==> src/rtl/svfloat_div_seq.sv <==
// svfloat_div_seq: sequential IEEE-754 floating-point divider.
//
// The divider accepts one operand pair at a time and returns the quotient
// through a valid/ready handshake. It handles special operands (NaN, inf,
// zero) in one cycle. Normal operands go through a radix-2 restoring
// division of the significands, one quotient bit per cycle, and a single
// round-to-nearest-even step. Subnormal inputs are treated as zero, and
// results that would be subnormal are flushed to zero.
//
// Ports:
//   clk        rising-edge clock
//   rst_n      asynchronous active-low reset
//   in_valid   operand pair offered
//   in_ready   divider idle and able to take operands
//   lhs, rhs   dividend and divisor (packed float)
//   out_valid  result available
//   out_ready  consumer accepts result
//   res        quotient lhs/rhs
//   flags      exception flags {NV, DZ, OF, UF, NX}

package svfloat;
  typedef struct packed {
    logic        sign;
    logic [7:0]  exp;
    logic [22:0] mant;
  } float32;
endpackage

module svfloat_div_seq #(
  parameter type float           = svfloat::float32,
  parameter int  flush_subnormal = 1
) (
  input  logic                    clk,
  input  logic                    rst_n,
  input  logic                    in_valid,
  output logic                    in_ready,
  input  logic [$bits(float)-1:0] lhs,
  input  logic [$bits(float)-1:0] rhs,
  output logic                    out_valid,
  input  logic                    out_ready,
  output logic [$bits(float)-1:0] res,
  output logic [4:0]              flags
);

  float lhs_f;
  float rhs_f;
  assign lhs_f = lhs;
  assign rhs_f = rhs;

  localparam int EW = $bits(lhs_f.exp);
  localparam int MW = $bits(lhs_f.mant);
  localparam int SW = EW + 2;           // signed exponent width, no wrap
  localparam int QW = MW + 3;           // quotient bits: 1.mant + guard + round
  localparam int RW = MW + 3;           // partial remainder width
  localparam int CW = $clog2(MW + 4);
  localparam logic [CW-1:0]        LAST_ITER = CW'(MW + 2);
  localparam logic signed [SW-1:0] BIAS      = SW'((1 << (EW - 1)) - 1);
  localparam logic signed [SW-1:0] EMAX      = SW'((1 << EW) - 1);
  localparam logic signed [SW-1:0] ZERO_E    = '0;
  localparam logic signed [SW-1:0] ONE_E     = SW'(1);

  typedef enum logic [1:0] {IDLE, DIVIDE, ROUND, DONE} state_t;

  state_t                state_r, state_s;
  logic                  sign_r;
  logic signed [SW-1:0]  e_r;
  logic [RW-1:0]         rem_r;
  logic [MW:0]           div_r;
  logic [QW-1:0]         q_r;
  logic [CW-1:0]         cnt_r;
  logic [$bits(float)-1:0] res_r;
  logic [4:0]            flags_r;

  // Operand classification; subnormals count as zero.
  logic a_max, b_max, a_zero, b_zero, a_nan, b_nan, a_inf, b_inf, a_snan, b_snan;
  logic special_s;
  assign a_max     = &lhs_f.exp;
  assign b_max     = &rhs_f.exp;
  assign a_zero    = (lhs_f.exp == '0) && ((flush_subnormal != 0) || (lhs_f.mant == '0));
  assign b_zero    = (rhs_f.exp == '0) && ((flush_subnormal != 0) || (rhs_f.mant == '0));
  assign a_nan     = a_max && (lhs_f.mant != '0);
  assign b_nan     = b_max && (rhs_f.mant != '0);
  assign a_inf     = a_max && (lhs_f.mant == '0);
  assign b_inf     = b_max && (rhs_f.mant == '0);
  assign a_snan    = a_nan && !lhs_f.mant[MW-1];
  assign b_snan    = b_nan && !rhs_f.mant[MW-1];
  assign special_s = a_nan | b_nan | a_inf | b_inf | a_zero | b_zero;

  // Special-operand result, resolved at accept time.
  float       spec_f;
  logic [4:0] spec_flags_s;
  always_comb begin
    spec_f       = '0;
    spec_flags_s = 5'b00000;
    spec_f.sign  = lhs_f.sign ^ rhs_f.sign;
    if (a_nan || b_nan) begin
      spec_f.sign     = 1'b0;
      spec_f.exp      = '1;
      spec_f.mant     = {1'b1, {(MW-1){1'b0}}};
      spec_flags_s[4] = a_snan | b_snan;
    end else if ((a_inf && b_inf) || (a_zero && b_zero)) begin
      spec_f.sign     = 1'b0;
      spec_f.exp      = '1;
      spec_f.mant     = {1'b1, {(MW-1){1'b0}}};
      spec_flags_s[4] = 1'b1;
    end else if (a_inf) begin
      spec_f.exp      = '1;
    end else if (b_zero) begin
      spec_f.exp      = '1;
      spec_flags_s[3] = 1'b1;
    end else begin
      spec_f.exp      = '0;  // 0/x or finite/inf: signed zero
    end
  end

  // One restoring-division step.
  logic [RW-1:0] rem_diff_s;
  logic          rem_ge_s;
  assign rem_ge_s   = (rem_r >= {2'b00, div_r});
  assign rem_diff_s = rem_r - {2'b00, div_r};

  // Normalize, round to nearest even, and range-check the quotient.
  logic                 norm_s, guard_s, sticky_s, round_up_s, carry_s;
  logic [QW-1:0]        qn_s;
  logic [MW:0]          sum_s;
  logic signed [SW-1:0] e_n_s, e_f_s;
  float                 rnd_f;
  logic [4:0]           rnd_flags_s;
  always_comb begin
    norm_s      = q_r[QW-1];
    qn_s        = norm_s ? q_r : {q_r[QW-2:0], 1'b0};
    e_n_s       = norm_s ? e_r : (e_r - ONE_E);
    guard_s     = qn_s[1];
    sticky_s    = qn_s[0] | (|rem_r);
    round_up_s  = guard_s & (sticky_s | qn_s[2]);
    sum_s       = {1'b0, qn_s[QW-2:2]} + {{MW{1'b0}}, round_up_s};
    carry_s     = sum_s[MW];
    e_f_s       = carry_s ? (e_n_s + ONE_E) : e_n_s;
    rnd_f       = '0;
    rnd_f.sign  = sign_r;
    rnd_flags_s = 5'b00000;
    if (e_f_s >= EMAX) begin
      rnd_f.exp   = '1;
      rnd_flags_s = 5'b00101;
    end else if (e_f_s <= ZERO_E) begin
      rnd_flags_s = 5'b00011;
    end else begin
      rnd_f.exp   = e_f_s[EW-1:0];
      rnd_f.mant  = sum_s[MW-1:0];
      rnd_flags_s = {4'b0000, guard_s | sticky_s};
    end
  end

  // State register.
  always_ff @(posedge clk or negedge rst_n) begin
    if (!rst_n) state_r <= IDLE;
    else        state_r <= state_s;
  end

  // Next-state logic.
  always_comb begin
    state_s = state_r;
    case (state_r)
      IDLE: begin
        if (in_valid) state_s = special_s ? DONE : DIVIDE;
        else          state_s = IDLE;
      end
      DIVIDE: begin
        if (cnt_r == LAST_ITER) state_s = ROUND;
        else                    state_s = DIVIDE;
      end
      ROUND: state_s = DONE;
      DONE: begin
        if (out_ready) state_s = IDLE;
        else           state_s = DONE;
      end
      default: state_s = IDLE;
    endcase
  end

  // Datapath: operand capture, division iterations and result registers.
  always_ff @(posedge clk or negedge rst_n) begin
    if (!rst_n) begin
      sign_r  <= 1'b0;
      e_r     <= '0;
      rem_r   <= '0;
      div_r   <= '0;
      q_r     <= '0;
      cnt_r   <= '0;
      res_r   <= '0;
      flags_r <= 5'b00000;
    end else begin
      case (state_r)
        IDLE: begin
          if (in_valid) begin
            sign_r <= lhs_f.sign ^ rhs_f.sign;
            e_r    <= $signed({2'b00, lhs_f.exp}) - $signed({2'b00, rhs_f.exp}) + BIAS;
            rem_r  <= {2'b01, lhs_f.mant};
            div_r  <= {1'b1, rhs_f.mant};
            q_r    <= '0;
            cnt_r  <= '0;
            if (special_s) begin
              res_r   <= spec_f;
              flags_r <= spec_flags_s;
            end
          end
        end
        DIVIDE: begin
          cnt_r <= cnt_r + CW'(1);
          if (rem_ge_s) begin
            rem_r <= {rem_diff_s[RW-2:0], 1'b0};
            q_r   <= {q_r[QW-2:0], 1'b1};
          end else begin
            rem_r <= {rem_r[RW-2:0], 1'b0};
            q_r   <= {q_r[QW-2:0], 1'b0};
          end
        end
        ROUND: begin
          res_r   <= rnd_f;
          flags_r <= rnd_flags_s;
        end
        default: begin
          res_r <= res_r;  // DONE: hold result for the consumer
        end
      endcase
    end
  end

  assign in_ready  = (state_r == IDLE);
  assign out_valid = (state_r == DONE);
  assign res       = res_r;
  assign flags     = flags_r;

endmodule

==> config.mk <==
export PLATFORM = sky130hd
export DESIGN_NAME = svfloat_div_seq
export DESIGN_NICKNAME = d
export VERILOG_FILES = /design/src/rtl/svfloat_div_seq.sv
export SDC_FILE = /design/constraint.sdc
export NUM_CORES = 1
export LEC_CHECK = 0
export CAP_MARGIN = 5
export CORE_AREA = 2 2 168 170
export CTS_CLUSTER_SIZE = 10
export DETAILED_ROUTE_END_ITERATION = 12
export DIE_AREA = 0 0 170 172
export SLEW_MARGIN = 20
export SYNTH_ARGS = -nofsm -noshare
export SYNTH_HDL_FRONTEND = slang
export SYNTH_SLANG_ARGS = --single-unit
==> constraint.sdc <==
create_clock -name clk -period 4.4 [get_ports clk]
set_input_delay 0.44 -clock clk [delete_from_list [all_inputs] [get_ports clk]]
set_output_delay 0.44 -clock clk [all_outputs]
set_load 0.01 [all_outputs]
**After elaboration in Yosys (flattened, before gate mapping)**

Index checks and enable logic that the tools add are counted.

- Mux-type cells: 39
- Reduce and logical (&&, ||, !) cells: 27
- Equality and inequality tests: 6
- Add/subtract/negate cells: 7
- Bitwise logic cells: 11
- Order comparisons: 3

Operators with widths:

| kind | number |
|---|---|
| $pmux W26 S2 | 2 |
| $mux W32 | 3 |
| $mux W26 | 3 |
| $pmux W32 S2 | 1 |
| $logic_not A23 Y1 | 2 |
| $mux W23 | 2 |
| $reduce_bool A23 Y1 | 2 |
| $mux W8 | 4 |
| $mux W31 | 1 |
| $ge A26 B24 Y1 | 1 |
| $reduce_or A26 Y1 | 1 |
| $mux W25 | 1 |
| $sub A25 B24 Y25 | 1 |
| $add A23 B1 Y24 | 1 |
| $mux W10 | 2 |
| $mux W5 | 4 |
| $pmux W5 S2 | 2 |
| $logic_not A8 Y1 | 2 |
| $reduce_and A8 Y1 | 2 |
| $add A10 B2 Y10 const B | 1 |
| $add A9 B8 Y10 const B | 1 |
| $ge A10 B9 Y1 const B | 1 |
| $le A10 B1 Y1 const B | 1 |
| $mux W2 | 5 |
| other kinds (20) | 47 |

- Output and inout bits: 39
- Register bits: 131
- Word-level logic and storage cells: 102

**Logic depth before layout (Yosys ltp)**

Gate-level depths: netlist (run 1).

- Depth in word-level cells: 10
- Depth in mapped cells: 18
- Depth with buffers taken out: 14

**Worst setup path after synthesis (run 1)**

Ideal clock, no wire load.

- Kind: register to register
- Start point: register q_r[25]
- End point: register res_r[18], in the netlist res[18]
- Buffers on the path: 6
- Cell stages (with the launch flop): 18
- Required time: 4.274 ns
- Slack: 0.284 ns
- Arrival time: 3.990 ns
- Clock period less this slack: 4.116 ns
- Cell sequence: dfrtp_1 > buf_6 > buf_4 > buf_2 > buf_1 > clkbuf_1 > mux2i_1 > nor2_1 > ha_1 > nand4_1 > nor4_2 > nand4_1 > nor4_1 > o22ai_2 > o31ai_4 > nand2b_4 > buf_12 > o31ai_4

- Word-level cells in the longest chain between the ends: 10
- Elaborated cells on any way between the ends: 13

Ends and longest elaborated chain:

| what | RTL line | RTL |
|---|---|---|
| from (decl) | 69 | `logic [QW-1:0] q_r;` |
| from (signal assigned) | 212 | `q_r <= {q_r[QW-2:0], 1'b1};` |
| from (signal assigned) | 215 | `q_r <= {q_r[QW-2:0], 1'b0};` |
| $mux W25 | 131 | `qn_s = norm_s ? q_r : {q_r[QW-2:0], 1'b0};` |
| $or A1 B1 Y1 | 134 | `sticky_s = qn_s[0] \| (\|rem_r);` |
| $or A1 B1 Y1 | 135 | `round_up_s = guard_s & (sticky_s \| qn_s[2]);` |
| $and A1 B1 Y1 | 135 |  |
| $add A23 B1 Y24 | 136 | `sum_s = {1'b0, qn_s[QW-2:2]} + {{MW{1'b0}}, round_up_s};` |
| $mux W10 | 138 | `e_f_s = carry_s ? (e_n_s + ONE_E) : e_n_s;` |
| $le A10 B1 Y1 | 145 | `end else if (e_f_s <= ZERO_E) begin` |
| $mux W31 | 145 |  |
| $mux W23 (*) | 142 | `if (e_f_s >= EMAX) begin` |
| $pmux W32 S2 (*) | 193 | `case (state_r)` |
| to (signal assigned) | 203 | `res_r <= spec_f;` |
| to (signal assigned) | 219 | `res_r <= rnd_f;` |
| to (signal assigned) | 223 | `res_r <= res_r;` |
| to (decl) | 71 | `logic [$bits(float)-1:0] res_r;` |

Every way passes the cells marked *; elsewhere a longest branch is shown, timed or not.
A chain may end at the register's enable or synchronous reset.

**Final worst setup path (run 1)**

- Start point: register q_r[25]
- End point: register res_r[22], in the netlist res[22]

Same word-level chain as after synthesis.

==> results of run 1 <==
synth_stat cells (all sizes together), types with 5 or more instances:
master,instances
nand2,201
dfrtp,131
o21ai,110
a21oi,63
nor2,61
inv,58
clkbuf,55
xnor2,46
ha,39
nand3,38
mux2i,33
nor4,29
and3,26
xor2,26
nand4,20
nor3,20
buf,17
nor2b,17
o31ai,17
a21o,11
a31oi,11
and2,10
a211o,8
or3,8
a211oi,7
mux2,7
nand2b,7
a21boi,5
o21a,5
critical path: stages, from the launching register on:
cell and delay [ns]:
dfrtp_2 0.53, buf_4 0.46, mux2i_1 0.17, a2111oi_0 0.69, nand4_1 0.46, nor4_1 0.45, o22ai_2 0.16, o31ai_4 0.36
nand2b_4 0.46, a221oi_1 0.13
path summary, 6_finish.rpt:
check	slack, ns	cells after the start	end
min reg2reg	0.45	2	div_r[23]$_DFFE_PN0P_
min	0.11	1	res[27]$_DFFE_PN0P_
min in group clk	0.45	2	div_r[23]$_DFFE_PN0P_
max reg2reg	0.37	9	res[22]$_DFFE_PN0P_
max in group asynchronous	3.32	2	res[22]$_DFFE_PN0P_
max	0.37	9	res[22]$_DFFE_PN0P_
through the flow:
| stage | power [W] | instance area [sq um] |
|---|---|---|
| final | 0.009431 | 11450 |
| after global routing | 0.01027 | 11450 |
| after CTS | 0.009463 | 11450 |
| after detailed placement | 0.007891 | 10830 |
| after global placement | 0.007831 | 10830 |
| after floorplan | 0.006422 | 9507 |
area by class of cell:
| class | count | area (sq um) | area share [%] |
|---|---|---|---|
| multi-input combinational | 897 | 5709 | 49.87 |
| sequential | 131 | 3279 | 28.64 |
| timing repair buffer | 123 | 1190 | 10.39 |
| clock buffer | 22 | 464.2 | 4.055 |
| tap | 346 | 432.9 | 3.781 |
| inverter | 58 | 217.7 | 1.902 |
| clock inverter | 10 | 155.1 | 1.355 |
where the power goes:
part	leakage, nW	switching (W)	internal [W]
logic	2.94	0.00312	0.00241
clock network	0.300	0.000545	0.000974
registers	1.62	0.000601	0.00179
total	4.86	0.00426	0.00517
routing by layer:
layer	part of all wire, %	wire length [um]
met1	48	12310
met4	1.0	264
met2	47	12000
met3	4.1	1044
met5	0	0
registers in the layout (all words and copies together), names as in the netlist, 2 cells and up:
signal   flops
rem_r       26
state_r      2
res         32
div_r       24
e_r         10
flags        5
cnt_r        5
q_r         26
cells by family (layout without fill, tap and decap cells):
family	Yosys count	in the layout
compound gates	286	286
fa+ha+maj	41	41
buf+inv	130	213
mux	40	40
simple gates	458	458
xor+xnor	72	72
flops	131	131
==> reports/results.ini, run 1 <==
[layout]
fin_util_pct = 41.67
final_cell_mix = 201 x nand2_1, 130 x dfrtp_1, 105 x clkdlybuf4s50_1, 91 x o21ai_0, 63 x a21oi_1
fill_cells = 2747
mostFrequentLayoutCell = nand2_1
antennaDiodeCount = 0
final_cells = 1587
area_growth_pct = 20.43
layout-drive-gt1-share_pct = 7.736
nNetsFinal = 1337

[timing]
setup_viol = 0
fin_crit_sh_pct = 91.68
fin_setup_tns_ns = 0
fmax_mhz = 247.9
hold_ws_ns = 0.1067
skew_ns = 0.008086
period_minus_slack_ns = 4.034
tightest_slew_ns = 0.9566
hold_viol = 0
rsz0062_at_grt = no
slew_violations = 0
relSlewSlack_pct = 36.22
layout_setup_ws_ns = 0.3661

[placement]
place_inst = 1555
pre_cts_ws_ns = 0.3554
io_buffers = 106
dp_hpwl_mm = 19.16
place_congestion = 0.8946

[routing]
avgRoutedWirePerCell_um = 16.14
vias_per_cell = 5.367
first_pass_iters = 5
vias = 8517
drc = 0
routed_wl_mm = 25.62
drtIter0Drc = 536
drtAntennaViolNets = 0

[synthesis]
synth-seq-area-share_pct = 34.48
synthesis.nets = 1267
ys_warn_count = 0
synth_top_cell_by_area = dfrtp_1
synth-compound-area-share_pct = 20.04
syn_area_sq_um = 9507
synth.top_cell.area_share_pct = 34.48
synth_xor_area_share_pct = 6.633
synth-adder-area-share_pct = 5.554
muxShareOfSynthArea_pct = 4.435
synthCells = 1158
syn_avg_cell_area_sq_um = 8.210
ys_ff_latch = 131
synth_top_family_by_area = simple AND/OR/NAND/NOR gates
async_flop_share_pct = 100.0
synthSimpleGateAreaFrac_pct = 23.10
synthTopCellsByArea = dfrtp_1 34%, nand2_1 7.9%, ha_1 5.1%, o21ai_0 4.8%, xnor2_1 4.2%
synth_ff_type = dfrtp_1
synth.distinct_cells = 76
synth-edff-count = 0

[status]
status = complete, no violations

[grt]
grt_max_degree = 99
grt_pass1_wl_mm = 42.95
grt_use_met3_pct = 3.250
grt_pass1_vias = 8264
track_usage_pct = 18.32
antenna_found_initial = 0
top_usage_layer = met2
grt_overflow = 0
grt_util_met2_pct = 30.93
grtUsageMet1_pct = 24.57

[worst_setup_path]
cp-startpoint = q_r[25]$_DFFE_PN0P_
end_kind = flop
arrival_ns = 4.31
critPathLaunchType = flop
criticalPathCategory = flop to flop
r2r-start = q_r[25]$_DFFE_PN0P_
crit_required_ns = 4.68
path_max_fanout = 42

[pwr]
power_leakage_nw = 4.864
peakVddDrop_uv = 322.3
pwr_density_cell_nw_per_um2 = 823.7

[floorplanning]
die_h_um = 172
placementRows = 61
die_area_sq_um = 29240
fp.coreArea_sq_um = 27480
start_util_pct = 34.60
die-width_um = 170
ios = 107

[cts]
cts_hold_buf = 0
clk_latency_ns = 0.43
cts_setup_buffers = 0
cts_resized = 0
cts.sinks = 131
clock_path_buffers = 2
tritoncts = built
clkSlewWorstSetupHoldPaths_ns = 0.06
root_buffer = clkbuf_16
cts_htree_levels = 4
numCtsBuffers = 17

[job]
cap_violations = 0

[hold_path]
hp-class = input pin to asynchronous set/reset pin

No activity file was read; power rests on OpenSTA's default activity.
==> inputs of run 2 (changes only) <==
--- a/config.mk
+++ b/config.mk
@@ -7,6 +7,7 @@
 export LEC_CHECK = 0
 export CAP_MARGIN = 5
 export CORE_AREA = 2 2 168 170
+export CTS_BUF_LIST = sky130_fd_sc_hd__clkbuf_2
 export CTS_CLUSTER_SIZE = 10
 export DETAILED_ROUTE_END_ITERATION = 12
 export DIE_AREA = 0 0 170 172
==> reports/results.ini, run 2 (synthesis gave the netlist of run 1 again) <==
[status]
status = complete, no violations  ; unchanged

[layout]
nNetsFinal = 1338  ; was 1337
multi_input_area_sq_um = 5709  ; unchanged
area_growth_pct = 16.81  ; was 20.43%
layout-drive-gt1-share_pct = 7.810  ; was 7.736%
fill_cells = 2798  ; was 2747
final_cell_mix = 201 x nand2_1, 130 x dfrtp_1, 105 x clkdlybuf4s50_1, 91 x o21ai_0, 63 x a21oi_1  ; unchanged
ff_latch_area_sq_um = 3279  ; unchanged
mostFrequentLayoutCell = nand2_1  ; unchanged
fin_util_pct = 40.41  ; was 41.67%
largest_reg_flops = 32  ; unchanged

[routing]
drc = 0  ; unchanged
first_pass_iters = 8  ; was 5
routed_wl_mm = 25.39  ; was 25.62 mm
drtIter0Drc = 564  ; was 536
vias_per_cell = 5.302  ; was 5.367
vias = 8425  ; was 8517
drtAntennaViolNets = 0  ; unchanged
avgRoutedWirePerCell_um = 15.98  ; was 16.14 um

[timing]
fmax_mhz = 248.1  ; was 247.9 MHz
slew_violations = 0  ; unchanged
rsz0062_at_grt = no  ; unchanged
relSlewSlack_pct = 35.50  ; was 36.22%
fin_crit_sh_pct = 91.61  ; was 91.68%
period_minus_slack_ns = 4.031  ; was 4.034 ns
layout_setup_ws_ns = 0.3692  ; was 0.3661 ns
hold_viol = 0  ; unchanged
skew_ns = 0.04447  ; was 0.008086 ns
tightest_slew_ns = 0.9675  ; was 0.9566 ns
setup_viol = 0  ; unchanged
fin_setup_tns_ns = 0  ; unchanged

[grt]
grt_max_degree = 99  ; unchanged
track_usage_pct = 18.03  ; was 18.32%
grt_overflow = 0  ; unchanged
antenna_found_initial = 1  ; was 0
grt_pass1_wl_mm = 42.52  ; was 42.95 mm
grt_pass1_vias = 8164  ; was 8264

[job]
cap_violations = 0  ; unchanged

[pwr]
peakVddDrop_uv = 336.3  ; was 322.3 uV
power_leakage_nw = 4.727  ; was 4.864 nW
pwr_density_cell_nw_per_um2 = 784.8  ; was 823.7 nW/um^2

[cts]
root_buffer = clkbuf_2  ; was clkbuf_16
tritoncts = built  ; unchanged
clkSlewWorstSetupHoldPaths_ns = 0.19  ; was 0.06 ns
numCtsBuffers = 17  ; unchanged
clock_path_buffers = 2  ; unchanged
clk_latency_ns = 0.70  ; was 0.43 ns
cts_htree_levels = 4  ; unchanged
cts_setup_buffers = 0  ; unchanged
cts.sinks = 131  ; unchanged

[hold_path]
hp-class = input pin to flop  ; was input pin to asynchronous set/reset pin

[floorplanning]
fp.coreArea_sq_um = 27480  ; unchanged
die-width_um = 170  ; unchanged
die_area_sq_um = 29240  ; unchanged
placementRows = 61  ; unchanged
start_util_pct = 34.60  ; unchanged
ios = 107  ; unchanged
die_h_um = 172  ; unchanged

[placement]
place_congestion = 0.8946  ; unchanged
io_buffers = 106  ; unchanged
pre_cts_ws_ns = 0.3554  ; unchanged
dp_hpwl_mm = 19.16  ; unchanged

[worst_setup_path]
arrival_ns = 4.59  ; was 4.31 ns
worst_path_dominant_cell_family = simple AND/OR/NAND/NOR gates  ; unchanged
path_max_fanout = 42  ; unchanged
crit_path_top_delay_cell = a2111oi_0  ; unchanged
criticalPathCategory = flop to flop  ; unchanged
crit_required_ns = 4.96  ; was 4.68 ns
r2r_slack_ns = 0.37  ; about the same
cp_cell_sequence = buf_4, mux2i_1, a2111oi_0, nand4_1, nor4_1, o22ai_2, o31ai_4, nand2b_4, o31ai_1  ; was buf_4, mux2i_1, a2111oi_0, nand4_1, nor4_1, o22ai_2, o31ai_4, nand2b_4, a221oi_1
end_kind = flop  ; unchanged
critPathMaxStageDelay_ns = 0.69  ; about the same
critPathLaunchType = flop  ; unchanged
path_buf_inv = 1  ; unchanged

## run 2: final timing paths
path / to / start / depth (start not counted)
worst min-delay path: div_r[12]$_DFFE_PN0P_ / rhs[12] / 3
min in group asynchronous: res[27]$_DFFE_PN0P_ / rst_n / 2
max in group asynchronous: res[19]$_DFFE_PN0P_ / rst_n / 3
worst max register to register: res[14]$_DFFE_PN0P_ / q_r[25]$_DFFE_PN0P_ / 9
worst min register to register: div_r[23]$_DFFE_PN0P_ / div_r[23]$_DFFE_PN0P_ / 2
worst max-delay path: res[14]$_DFFE_PN0P_ / q_r[25]$_DFFE_PN0P_ / 9
## run 2: worst reg2reg max path: stages (launching register included)
cell and delay (ns):
dfrtp_2 0.57, buf_4 0.47, mux2i_1 0.18, a2111oi_0 0.69, nand4_1 0.45, nor4_1 0.45
o22ai_2 0.16, o31ai_4 0.35, nand2b_4 0.45, o31ai_1 0.15
## run 2: per-stage QoR
stage / instance area [sq um] / instances / hold WS [ns] / total power [W]
after floorplan: 9507 / 1158 / 0.1444 / 0.006422
after global placement: 10830 / 1555 / 0.4345 / 0.007831
after detailed placement: 10830 / 1555 / 0.4395 / 0.007891
after CTS: 11100 / 1588 / 0.2597 / 0.008753
after global routing: 11100 / 1589 / 0.2469 / 0.009567
final: 11100 / 1589 / 0.3215 / 0.008715
## run 2: cell type report
type,count,area share (%)
Antenna cell,1,0.02254
Clock buffer,20,0.9014
Clock inverter,12,1.465
Inverter,58,1.961
Multi-Input combinational cell,897,51.41
Sequential cell,131,29.53
Tap cell,346,3.899
Timing Repair Buffer,124,10.81
## run 2: metal layers
metal	up-vias	track usage [%]	wire (um)
li1	4248	-	-
met1	3991	24.88	12460
met2	170	30.13	11800
met3	16	2.998	925
met4	0	3.196	209
met5	-	0	0
## run 2: timing repair
| item | CTS | global route |
|---|---|---|
| hold buffers | 1 | 0 |
| gates resized for setup | 0 | 0 |
| endpoints found under the setup margin | 0 | 0 |
| endpoints found under the hold margin | 97 | 0 |
## run 2: report_power, final
group / internal, W / switching [W]
registers: 0.00178 / 0.000596
clock network: 0.000372 / 0.000456
logic: 0.00241 / 0.00311
total: 0.00456 / 0.00416
==> inputs of run 3 (changes only) <==
--- a/config.mk
+++ b/config.mk
@@ -7,7 +7,6 @@
 export LEC_CHECK = 0
 export CAP_MARGIN = 5
 export CORE_AREA = 2 2 168 170
-export CTS_BUF_LIST = sky130_fd_sc_hd__clkbuf_2
 export CTS_CLUSTER_SIZE = 10
 export DETAILED_ROUTE_END_ITERATION = 12
 export DIE_AREA = 0 0 170 172
==> results of run 3 <==
Same layout as run 1: the final DEF is identical, and so are final timing and power.
